### config.mk
export PLATFORM = sky130hd
export DESIGN_NAME = sa_column_feeder
export DESIGN_NICKNAME = d
export VERILOG_FILES = /design/src/rtl/sa_column_feeder_pkg.sv /design/src/rtl/sa_result_reg.sv /design/src/rtl/sa_column_feeder.sv
export SDC_FILE = /design/constraint.sdc
export NUM_CORES = 1
export LEC_CHECK = 0
export ABC_AREA = 1
export CAP_MARGIN = 10
export CORE_ASPECT_RATIO = 1.25
export CORE_UTILIZATION = 37
export DETAILED_ROUTE_END_ITERATION = 7
export MAX_ROUTING_LAYER = met4
export PLACE_DENSITY = 0.81
export RECOVER_POWER = 25
export REMOVE_ABC_BUFFERS = 1
export SLEW_MARGIN = 20
export SYNTH_ARGS = -nofsm -noshare
export SYNTH_HDL_FRONTEND = slang
export SYNTH_SLANG_ARGS = --single-unit
### constraint.sdc
create_clock -name clk -period 3.2 [get_ports clk]
set_clock_uncertainty 0.15 [all_clocks]
set_input_delay 0.64 -clock clk [delete_from_list [all_inputs] [get_ports clk]]
set_output_delay 0.64 -clock clk [all_outputs]
set_load 0.05 [all_outputs]
### src/rtl/sa_column_feeder_pkg.sv
// Shared widths and FSM state encoding for the systolic-array column feeder.
package sa_column_feeder_pkg;

    // Activation / weight lane width (two's complement).
    localparam int unsigned P1_ACT    = 8;
    // Partial-sum width carried down the PE column.
    localparam int unsigned P1_PSUM   = 32;
    // Weight register width inside each PE; matches the activation lane.
    localparam int unsigned P1_WEIGHT = P1_ACT;

    typedef enum logic [1:0] {
        StIdle = 2'd0,
        StLoad = 2'd1,
        StRun  = 2'd2
    } feeder_state_e;

endpackage

### src/rtl/sa_result_reg.sv
// Single-entry ready/valid capture register for the column-bottom partial sum.
module sa_result_reg #(
    parameter int unsigned PSUM = 32
) (
    input  logic            clk,
    input  logic            rst_n,
    input  logic            capture,
    input  logic [PSUM-1:0] cap_data,
    input  logic            res_ready,
    output logic            res_valid,
    output logic [PSUM-1:0] res_data,
    output logic            can_accept
);

    logic            valid_q, valid_d;
    logic [PSUM-1:0] data_q, data_d;

    // Next-state: a capture wins over a drain so back-to-back results never bubble.
    always_comb begin
        valid_d = valid_q;
        data_d  = data_q;
        if (capture) begin
            valid_d = 1'b1;
            data_d  = cap_data;
        end else if (res_ready) begin
            valid_d = 1'b0;
        end
    end

    // State register; data is held while the consumer stalls.
    always_ff @(posedge clk or negedge rst_n) begin
        if (!rst_n) begin
            valid_q <= 1'b0;
            data_q  <= '0;
        end else begin
            valid_q <= valid_d;
            data_q  <= data_d;
        end
    end

    assign res_valid  = valid_q;
    assign res_data   = data_q;
    // A slot is free if empty or being drained this cycle.
    assign can_accept = !valid_q || res_ready;

endmodule

### src/rtl/sa_column_feeder.sv
// Sequencing front-end for one weight-stationary PE column: loads one weight
// per row, then streams activation vectors and captures the column sum.
module sa_column_feeder
    import sa_column_feeder_pkg::*;
#(
    parameter int unsigned ROWS = 4,
    parameter int unsigned ACT  = P1_ACT,
    parameter int unsigned PSUM = P1_PSUM
) (
    input  logic                clk,
    input  logic                rst_n,
    input  logic                start,
    input  logic                w_valid,
    output logic                w_ready,
    input  logic [ACT-1:0]      w_data,
    input  logic                a_valid,
    output logic                a_ready,
    input  logic [ROWS*ACT-1:0] a_data,
    input  logic                a_last,
    output logic [ROWS*ACT-1:0] pe_in,
    output logic [ROWS-1:0]     pe_en_store,
    input  logic [PSUM-1:0]     col_psum,
    output logic                res_valid,
    input  logic                res_ready,
    output logic [PSUM-1:0]     res_data,
    output logic                busy
);

    localparam int unsigned RowW = (ROWS > 1) ? $clog2(ROWS) : 1;
    localparam logic [RowW-1:0] LastRow = RowW'(ROWS - 1);

    feeder_state_e   state_q, state_d;
    logic [RowW-1:0] row_q, row_d;
    logic            can_accept;
    logic            w_hs;
    logic            a_hs;

    // Handshakes are qualified by state; stray valids outside their phase are dropped.
    always_comb begin
        w_ready = (state_q == StLoad);
        a_ready = (state_q == StRun) && can_accept;
        w_hs    = w_ready && w_valid;
        a_hs    = a_ready && a_valid;
        busy    = (state_q != StIdle);
    end

    // Next-state and row counter; start is only honoured from idle.
    always_comb begin
        state_d = state_q;
        row_d   = row_q;
        unique case (state_q)
            StIdle: begin
                if (start) begin
                    state_d = StLoad;
                    row_d   = '0;
                end
            end
            StLoad: begin
                if (w_hs) begin
                    if (row_q == LastRow) begin
                        state_d = StRun;
                        row_d   = '0;
                    end else begin
                        row_d = row_q + RowW'(1);
                    end
                end
            end
            StRun: begin
                if (a_hs && a_last) begin
                    state_d = StIdle;
                end
            end
            default: begin
                state_d = StIdle;
                row_d   = '0;
            end
        endcase
    end

    // FSM and row counter registers.
    always_ff @(posedge clk or negedge rst_n) begin
        if (!rst_n) begin
            state_q <= StIdle;
            row_q   <= '0;
        end else begin
            state_q <= state_d;
            row_q   <= row_d;
        end
    end

    // Lane mux: zero lanes without a handshake so idle PEs pass psum_in through.
    always_comb begin
        pe_in       = '0;
        pe_en_store = '0;
        if (w_hs) begin
            pe_en_store[row_q]         = 1'b1;
            pe_in[row_q*ACT +: ACT]    = w_data;
        end else if (a_hs) begin
            pe_in = a_data;
        end
    end

    sa_result_reg #(
        .PSUM(PSUM)
    ) u_result_reg (
        .clk        (clk),
        .rst_n      (rst_n),
        .capture    (a_hs),
        .cap_data   (col_psum),
        .res_ready  (res_ready),
        .res_valid  (res_valid),
        .res_data   (res_data),
        .can_accept (can_accept)
    );

endmodule
==> reports/qor.txt, run 1 <==
Cell Area, Synth -> 0.00236 mm^2
DIE AREA -> 0.00671 mm^2
Worst Max-Slew Pin Slew -> 1.93 ns
Critical Path Fanout Max -> 8
Tmin final -> 3.03 ns
Setup Buffers After CTS -> 0
number of global-route vias before repair -> 2560
post-cts resize count -> 0
PD cells -> 524 mW/mm^2
DR vias -> 2608
antenna violations before repair -> 0
first-pass GRT wire length -> 11100 um
setup violators final -> 0
number of flops mapped to enable cells by yosys -> 0
CTS hold repair buffers -> 0
clock root cell -> clkbuf_8
main flop type after synthesis -> dfrtp_1
Synth Area per Inst -> 7.24 um^2
cell count after synthesis -> 326
antenna diode instance count -> 0
yosys synthesis warning count -> 0
initial core utilization -> 38.3%
IR drop worst, VDD -> 0.000433 V
final core utilization -> 70.3%
DR DRC count -> 0
crit path from -> row_q[1]$_DFFE_PN0P_
worst r2r src -> state_q[0]$_DFFE_PN0P_
Hold Crit Class -> flip-flop to flip-flop
chip height -> 91.3 um
Worst EP required -> 2.41 ns
Placed Cells -> 551
synth unique cells -> 22
Worst-path clk slew -> 0.07 ns
Final ANT Viol Nets -> 0
RSZ-0062 raised after global routing -> no
placed cell areas -> 0.00425 mm^2
vias per std cell -> 4.67
status -> finished with violations
GRT Util Overall -> 21.7%
failing checks -> capacitance limit, slew limit
Finished Layout Cells -> 558
Leak -> 2.14 nW
flops & latches, synth -> 37
Port Buffer Count -> 150
DP HPWL -> 5530 um
crit end category -> primary output
critical path class -> flip-flop to primary output
Num CTS Buffers -> 5
core area -> 0.00617 mm^2
Worst Path Arrival -> 2.24 ns
grt total ovfl -> 0
Clock Sinks -> 37
Final Max Slew Viols -> 38
hold wc startpoint -> u_result_reg.res_data[9]$_DFFE_PN0N_
Finished Cell Area -> 0.00434 mm^2
Boundary Pins -> 151
H-tree Lvls -> 2
CP Cell Sequence -> inv_1 > ha_1 > inv_1 > nor3_1 > nand2_1 > nand2_1 > buf_12
max-capacitance violation count -> 1
share of cells above drive strength 1 -> 12.3%
largest net degree at the start of global routing -> 60
Routed Wire Length -> 6960 um
routability cong. -> 0.879
Hold Vio Cnt, Final -> 0
initial DRC count -> 75
ys async rst share -> 100%
chip width -> 73.5 um
Final Cycle Share -> 94.8%
CTS tree -> done
routed length per instance -> 12.5 um
Rows -> 32
drt pass-1 iters -> 4
CP max-delay cell -> ha_1
clock buffer depth -> 2
Layout area overhead -> 83.7%
CP Launch Type -> flip-flop
CP peak stage delay -> 0.49 ns
relative slew slack -> -28.8%
Final nets -> 559
fmax -> 330 MHz
Final TNS setup -> 0 ns
register area share after synthesis -> 39.2%
Clk Latency, worst-skew pair -> 0.28 ns
power breakdown:
part | internal (mW) | switching, mW
sequential | 0.552 | 0.0620
clock | 0.171 | 0.156
combinational | 0.486 | 0.843
synth_stat cells (3+ instances only):
master | instances | area share (%)
o21ai_0 | 7 | 1.5
buf_2 | 3 | 0.64
buf_6 | 6 | 2.9
nand2_1 | 91 | 14
nor2_8 | 3 | 2.5
nor2_1 | 11 | 1.7
nand4_1 | 3 | 0.79
dfrtp_1 | 37 | 39
nand3_1 | 51 | 11
ha_1 | 7 | 3.7
buf_4 | 3 | 0.95
inv_2 | 3 | 0.48
inv_1 | 59 | 9.4
o21ai_1 | 31 | 6.6
final timing paths:
path,endpoint,slack [ns],depth (start not counted)
worst max register to register,u_result_reg.res_data[12]$_DFFE_PN0N_,1.43,5
min in group asynchronous,u_result_reg.res_data[7]$_DFFE_PN0N_,0.74,1
worst min-delay path,u_result_reg.res_data[9]$_DFFE_PN0N_,0.34,2
worst max-delay path,pe_in[15],0.17,7
worst min register to register,u_result_reg.res_data[9]$_DFFE_PN0N_,0.34,2
max in group asynchronous,u_result_reg.res_data[25]$_DFFE_PN0N_,1.05,1
logic make-up after synthesis:
logic type / count (synthesis) / share of synthesized area [%]
buffers and inverters: 77 / 14.8
AND/OR/NAND/NOR: 165 / 33.2
AO/OA/AOI/OAI: 40 / 9.06
flip-flops: 37 / 39.2
adder cells (fa/ha/maj): 7 / 3.71
area by class of cell:
type | instances | area [um^2]
flip-flops and latches | 37 | 926
well taps | 85 | 106
multi-input cells | 212 | 1090
fillers | 477 | 1830
inverters | 63 | 236
repair buffers | 154 | 1900
clock buffers | 7 | 86.3
worst max-delay path: cells and delay by family, from the launching register on:
family / cells / cell delay, ns
buffers and inverters: 3 / 0.42
AND/OR/NAND/NOR: 3 / 0.63
adder cells (fa/ha/maj): 1 / 0.49
flip-flops: 1 / 0.42
state kept, by name, summed over array words and instances, names as in the netlist:
signal / count
state_q: 2
u_result_reg.res_data: 32
row_q: 2
u_result_reg.res_valid: 1
metrics by stage:
stage               setup WS [ns]  hold WS, ns  total power, mW
floorplan                   0.263        0.194             1.42
global placement            0.358        0.315             1.93
detailed placement          0.341        0.327             1.96
CTS                         0.163        0.323             2.29
global route              0.00976        0.369             2.40
finish                      0.166        0.337             2.27
cell usage in the layout (no fill, tap or decap), types with 7 or more instances in the layout:
master	n
clkdlybuf4s50_1	112
nand2_1	91
inv_1	59
nand3_1	51
buf_12	37
dfrtp_1	37
o21ai_1	31
nor2_1	11
o21ai_0	7
ha_1	7
routing by layer:
| metal | vias to the layer above | share of wire, % | track usage, % |
|---|---|---|---|
| li1 | 1311 | - | - |
| met1 | 1153 | 37 | 21.8 |
| met2 | 131 | 50 | 38.1 |
| met3 | 13 | 11 | 6.77 |
| met4 | 0 | 2.6 | 8.65 |
| met5 | - | 0 | - |
(Power assumes the default switching activity.)
==> inputs of run 2 (changes only) <==
ABC_CLOCK_PERIOD_IN_PS = 3200   (was default)
MAX_ROUTING_LAYER = default   (was met4)
==> run 2 against run 1 <==
Effect of this change:
- the run still ends with capacitance limit, slew limit left
- clock power is essentially flat
- maximum frequency about the same
- cell count unchanged
- critical path depth is the same
- setup slack better by 0.0025 ns
- sequential share of layout area did not move
- sequential power is essentially flat
- register-to-register slack barely moved
==> reports/qor.txt, run 2 (same netlist as run 1, synthesis figures left out) <==
initial core utilization -> 38.3% (unchanged)
Hold Crit Class -> flip-flop to flip-flop (unchanged)
worst r2r src -> state_q[0]$_DFFE_PN0P_ (unchanged)
FILL cells -> 477 (unchanged)
Critical Path Fanout Max -> 8 (unchanged)
antenna violations before repair -> 0 (unchanged)
routability cong. -> 0.865 (was 0.879)
first-pass GRT wire length -> 11100 um (unchanged)
initial DRC count -> 76 (was 75)
Tot Pwr -> 2.27 mW (about the same)
drt pass-1 iters -> 4 (unchanged)
Clk Latency, worst-skew pair -> 0.28 ns (about the same)
antenna diode instance count -> 0 (unchanged)
Seq. cell area -> 926 um^2 (unchanged)
DR vias -> 2597 (was 2608)
Worst Max-Slew Pin Slew -> 1.93 ns (about the same)
chip height -> 91.3 um (unchanged)
CP Cell Sequence -> inv_1 > ha_1 > inv_1 > nor3_1 > nand2_1 > nand2_1 > buf_12 (unchanged)
R2R depth -> 5 (unchanged)
largest net degree at the start of global routing -> 60 (unchanged)
vias per std cell -> 4.65 (was 4.67)
Worst EP required -> 2.41 ns (about the same)
PD cells -> 523 mW/mm^2 (was 524 mW/mm^2)
crit path from -> row_q[1]$_DFFE_PN0P_ (unchanged)
fmax -> 330 MHz (about the same)
post-cts resize count -> 0 (unchanged)
Worst Path Arrival -> 2.24 ns (about the same)
Final ANT Viol Nets -> 0 (unchanged)
IR drop worst, VDD -> 0.000433 V (about the same)
grt total ovfl -> 0 (unchanged)
Placement Setup Slack -> 0.341 ns (unchanged)
Port Buffer Count -> 150 (unchanged)
Hold Vio Cnt, Final -> 0 (unchanged)
Tmin final -> 3.03 ns (about the same)
most frequent cells in the layout -> clkdlybuf4s50_1 (112), nand2_1 (91), inv_1 (59) (unchanged)
GRT Util Overall -> 21.1% (was 21.7%)
failing checks -> capacitance limit, slew limit (unchanged)
critical path class -> flip-flop to primary output (unchanged)
Final TNS setup -> 0 ns (unchanged)
Final nets -> 559 (unchanged)
placed cell areas -> 0.00425 mm^2 (unchanged)
clock buffer depth -> 2 (unchanged)
Finished Cell Area -> 0.00434 mm^2 (unchanged)
Clock Sinks -> 37 (unchanged)
Stages on worst setup path -> 7 (unchanged)
max reg flops -> 32 (unchanged)
Boundary Pins -> 151 (unchanged)
CP max-delay cell -> ha_1 (unchanged)
Num CTS Buffers -> 5 (unchanged)
setup violators final -> 0 (unchanged)
hold path depth -> 2 (unchanged)
CP peak stage delay -> 0.49 ns (about the same)
Setup Buffers After CTS -> 0 (unchanged)
max-capacitance violation count -> 1 (unchanged)
Final Max Slew Viols -> 38 (unchanged)
relative slew slack -> -28.4% (was -28.8%)
Final WS setup -> 0.169 ns (was 0.166 ns)
status -> finished with violations (unchanged)
CTS tree -> done (unchanged)
Worst-path clk slew -> 0.07 ns (about the same)
Layout area overhead -> 83.7% (unchanged)
DP HPWL -> 5530 um (unchanged)
final core utilization -> 70.3% (unchanged)
CP Launch Type -> flip-flop (unchanged)
CP Buf/Inv Count -> 3 (unchanged)
H-tree Lvls -> 2 (unchanged)
DR DRC count -> 0 (unchanged)
DIE AREA -> 0.00671 mm^2 (unchanged)
Leak -> 2.14 nW (unchanged)
CTS hold repair buffers -> 0 (unchanged)
core area -> 0.00617 mm^2 (unchanged)
RSZ-0062 raised after global routing -> no (unchanged)
share of cells above drive strength 1 -> 12.3% (unchanged)
hold wc startpoint -> u_result_reg.res_data[9]$_DFFE_PN0N_ (unchanged)
Multi-input gate area -> 0.00109 mm^2 (unchanged)
routed length per instance -> 12.4 um (was 12.5 um)
clock root cell -> clkbuf_8 (unchanged)
crit end category -> primary output (unchanged)
number of global-route vias before repair -> 2551 (was 2560)
Final Cycle Share -> 94.7% (was 94.8%)
Routed Wire Length -> 6930 um (was 6960 um)
most common cell after layout, fill and taps aside -> clkdlybuf4s50_1 (unchanged)
Rows -> 32 (unchanged)
crit-path leading delay family -> simple AND/OR/NAND/NOR gates (unchanged)
chip width -> 73.5 um (unchanged)
==> run 2: cell counts in the layout (fill, tap and decap cells not counted) <==
No cell type changed its count.
==> run 2: layout make-up <==
| class | instances | area share (%) |
|---|---|---|
| Timing Repair Buffer | 154 | 43.7 |
| Multi-Input combinational cell | 212 | 25.0 |
| Sequential cell | 37 | 21.4 |
| Inverter | 63 | 5.45 |
| Tap cell | 85 | 2.45 |
| Clock buffer | 7 | 1.99 |
==> run 2: worst paths after layout <==
path / end / slack, ns
min in group asynchronous: u_result_reg.res_data[7]$_DFFE_PN0N_ / 0.74
min reg2reg: u_result_reg.res_data[9]$_DFFE_PN0N_ / 0.34
max reg2reg: u_result_reg.res_data[12]$_DFFE_PN0N_ / 1.43
min: u_result_reg.res_data[9]$_DFFE_PN0N_ / 0.34
max: pe_in[15] / 0.17
max in group asynchronous: u_result_reg.res_data[19]$_DFFE_PN0N_ / 1.05
==> run 2: where the power goes <==
group / internal [mW] / switching, mW
Combinational: 0.486 / 0.843
Clock: 0.171 / 0.154
Sequential: 0.552 / 0.0620
==> run 2: worst register-to-register path, delay by kind of cell (launching register included) <==
kind / cells / cell delay [ns]
buffers and inverters: 1 / 0.35
AND/OR/NAND/NOR: 3 / 0.55
AO/OA/AOI/OAI: 1 / 0.09
flip-flops: 1 / 0.48
==> run 2: through the flow <==
stage | hold slack, ns | instances
6_report | 0.337 | 558
2_1_floorplan | 0.194 | 312
3_5_place_dp | 0.327 | 551
3_3_place_gp | 0.315 | 551
4_1_cts | 0.323 | 558
5_1_grt | 0.369 | 558
==> run 2: routing by layer <==
layer / global-route usage [%] / up-vias / routed length (um)
met5: 0 / - / 0
met4: 8.65 / 0 / 185
met3: 7.33 / 14 / 796
met2: 37.9 / 127 / 3400
met1: 21.6 / 1144 / 2550
li1: - / 1312 / -
==> inputs of run 3 (changes only) <==
--- a/config.mk
+++ b/config.mk
@@ -13,2 +13,3 @@
 export DETAILED_ROUTE_END_ITERATION = 7
+export GPL_TIMING_DRIVEN = 0
 export PLACE_DENSITY = 0.81
@@ -20 +21,2 @@
 export SYNTH_SLANG_ARGS = --single-unit
+export TNS_END_PERCENT = 50
--- a/constraint.sdc
+++ b/constraint.sdc
@@ -4,2 +4,2 @@
 set_output_delay 0.64 -clock clk [all_outputs]
-set_load 0.05 [all_outputs]
+set_load 0.01 [all_outputs]
==> run 3 against run 2 <==
Effect of this change:
- the flow now finishes without violations
- worst hold slack lost 0.15 ns
- routed wire length grew 6.0%
- non-clock buffer count rose by 4
- sequential share of layout area up 1.2 points
- utilization decreased by 3.6 points
- via count up 2.4%
- first-iteration DRC count is 14% lower
- largest cell class unchanged
- largest power group unchanged
- highest routed layer unchanged
==> reports/qor.txt, run 3 (same netlist as run 1, synthesis figures left out) <==
CP max-delay cell -> clkdlybuf4s50_1 (was ha_1)
CP Buf/Inv Count -> 3 (unchanged)
Worst-path clk slew -> 0.07 ns (about the same)
final core utilization -> 66.7% (was 70.3%)
Clk Latency, worst-skew pair -> 0.28 ns (about the same)
chip height -> 91.3 um (unchanged)
Finished Layout Cells -> 566 (was 558)
routability cong. -> 0.794 (was 0.865)
routed length per instance -> 13.0 um (was 12.4 um)
Tot Pwr -> 1.96 mW (was 2.27 mW)
initial DRC count -> 65 (was 76)
DR vias -> 2659 (was 2597)
Final ANT Viol Nets -> 0 (unchanged)
relative slew slack -> 7.67% (was -28.4%)
Leak -> 2.04 nW (was 2.14 nW)
crit-path leading delay family -> buffers and inverters (was simple AND/OR/NAND/NOR gates)
Tmin final -> 3.14 ns (was 3.03 ns)
CP Cell Sequence -> clkdlybuf4s50_1 > inv_1 > nand2_2 > nand3_4 > o21ai_1 > clkdlybuf4s50_1 (was inv_1 > ha_1 > inv_1 > nor3_1 > nand2_1 > nand2_1 > buf_12)
Hold Crit Class -> input pin to asynchronous set/reset pin (was flip-flop to flip-flop)
clock buffer depth -> 2 (unchanged)
clock root cell -> clkbuf_8 (unchanged)
Port Buffer Count -> 150 (unchanged)
r2r endpoint -> u_result_reg.res_data[20]$_DFFE_PN0N_ (was u_result_reg.res_data[12]$_DFFE_PN0N_)
R2R depth -> 3 (was 5)
fmax -> 319 MHz (was 330 MHz)
Worst Max-Slew Pin Slew -> 1.38 ns (was 1.93 ns)
GRT Util Overall -> 22.0% (was 21.1%)
max-capacitance violation count -> 0 (was 1)
Final nets -> 566 (was 559)
Num CTS Buffers -> 5 (unchanged)
drt pass-1 iters -> 4 (unchanged)
crit end category -> primary output (unchanged)
Critical Path Fanout Max -> 7 (was 8)
Worst Path Arrival -> 2.35 ns (was 2.24 ns)
largest net degree at the start of global routing -> 36 (was 60)
Worst EP required -> 2.41 ns (about the same)
internal reg-to-reg setup slack -> 1.15 ns (was 1.43 ns)
Top cell by count, worst path -> clkdlybuf4s50_1
critical path class -> input pin to primary output (was flip-flop to primary output)
first-pass GRT wire length -> 11500 um (was 11100 um)
core area -> 0.00617 mm^2 (unchanged)
max reg flops -> 32 (unchanged)
IR drop worst, VDD -> 0.000387 V (was 0.000433 V)
Final Max Slew Viols -> 0 (was 38)
CP Launch Type -> input pin (was flip-flop)
vias per std cell -> 4.70 (was 4.65)
most frequent cells in the layout -> clkdlybuf4s50_1 (146), nand2_1 (90), inv_1 (57) (was clkdlybuf4s50_1 (112), nand2_1 (91), inv_1 (59))
CP peak stage delay -> 0.58 ns (was 0.49 ns)
Hold Vio Cnt, Final -> 0 (unchanged)
Final Cycle Share -> 98.0% (was 94.7%)
H-tree Lvls -> 2 (unchanged)
DIE AREA -> 0.00671 mm^2 (unchanged)
chip width -> 73.5 um (unchanged)
Placed Cells -> 548 (was 551)
PD cells -> 476 mW/mm^2 (was 523 mW/mm^2)
worst r2r src -> state_q[0]$_DFFE_PN0P_ (unchanged)
antenna violations before repair -> 0 (unchanged)
Clock Sinks -> 37 (unchanged)
DR DRC count -> 0 (unchanged)
status -> completed (was finished with violations)
setup violators final -> 0 (unchanged)
FILL cells -> 535 (was 477)
initial core utilization -> 38.3% (unchanged)
most common cell after layout, fill and taps aside -> clkdlybuf4s50_1 (unchanged)
grt total ovfl -> 0 (unchanged)
DP HPWL -> 5050 um (was 5530 um)
RSZ-0062 raised after global routing -> yes (was no)
antenna diode instance count -> 0 (unchanged)
Layout area overhead -> 74.3% (was 83.7%)
Rows -> 32 (unchanged)
Boundary Pins -> 151 (unchanged)
Routed Wire Length -> 7350 um (was 6930 um)
CTS tree -> done (unchanged)
number of global-route vias before repair -> 2564 (was 2551)
Stages on worst setup path -> 6 (was 7)
share of cells above drive strength 1 -> 7.90% (was 12.3%)
==> run 3: per-stage QoR <==
step           worst slack, ns  cell area [um^2]  setup TNS [ns]  hold slack, ns
2_1_floorplan            0.589              2250               0           0.194
3_3_place_gp             -1.07              3860          -10.52           0.315
3_5_place_dp             -1.08              3870          -11.30           0.322
4_1_cts                 0.0170              4060               0          0.0819
5_1_grt                -0.0305              4120         -0.0305           0.232
6_report                0.0635              4120               0           0.189
==> run 3: power breakdown <==
part           internal [mW]  switching [mW]
sequential             0.553          0.0633
combinational          0.470           0.520
clock                  0.195           0.159
==> run 3: what timing repair did <==
action	4_1_cts	5_1_grt
hold buffers	0	0
cloned	3	0
gates resized for setup	11	7
buffers inserted	3	4
setup endpoints to repair	32	32
pin swaps	2	3
==> run 3: worst max path at each step <==
stage,startpoint,slack (ns),endpoint
after floorplan,row_q[0]$_DFFE_PN0P_,0.59,pe_in[12]
after global placement,a_valid,-1.07,pe_in[30]
after detailed placement,a_valid,-1.08,pe_in[30]
after CTS,w_valid,0.02,pe_in[27]
after global routing,res_ready,-0.03,pe_in[11]
final,res_ready,0.06,pe_in[11]
==> run 3: cell type report <==
class	instances	area [um^2]	share of cell area (%)
repair buffers	158	1580	38.4
multi-input cells	215	1160	28.2
flip-flops and latches	37	927	22.5
inverters	63	239	5.81
well taps	85	106	2.58
clock buffers	7	96.3	2.34
clock inverters	1	5.00	0.122
==> run 3: metal layers <==
metal | part of all wire, % | up-vias | track usage, %
li1 | - | 1328 | -
met4 | 1.9 | 0 | 7.21
met1 | 37 | 1186 | 23.1
met3 | 11 | 15 | 7.66
met5 | 0 | - | 0
met2 | 50 | 130 | 39.8
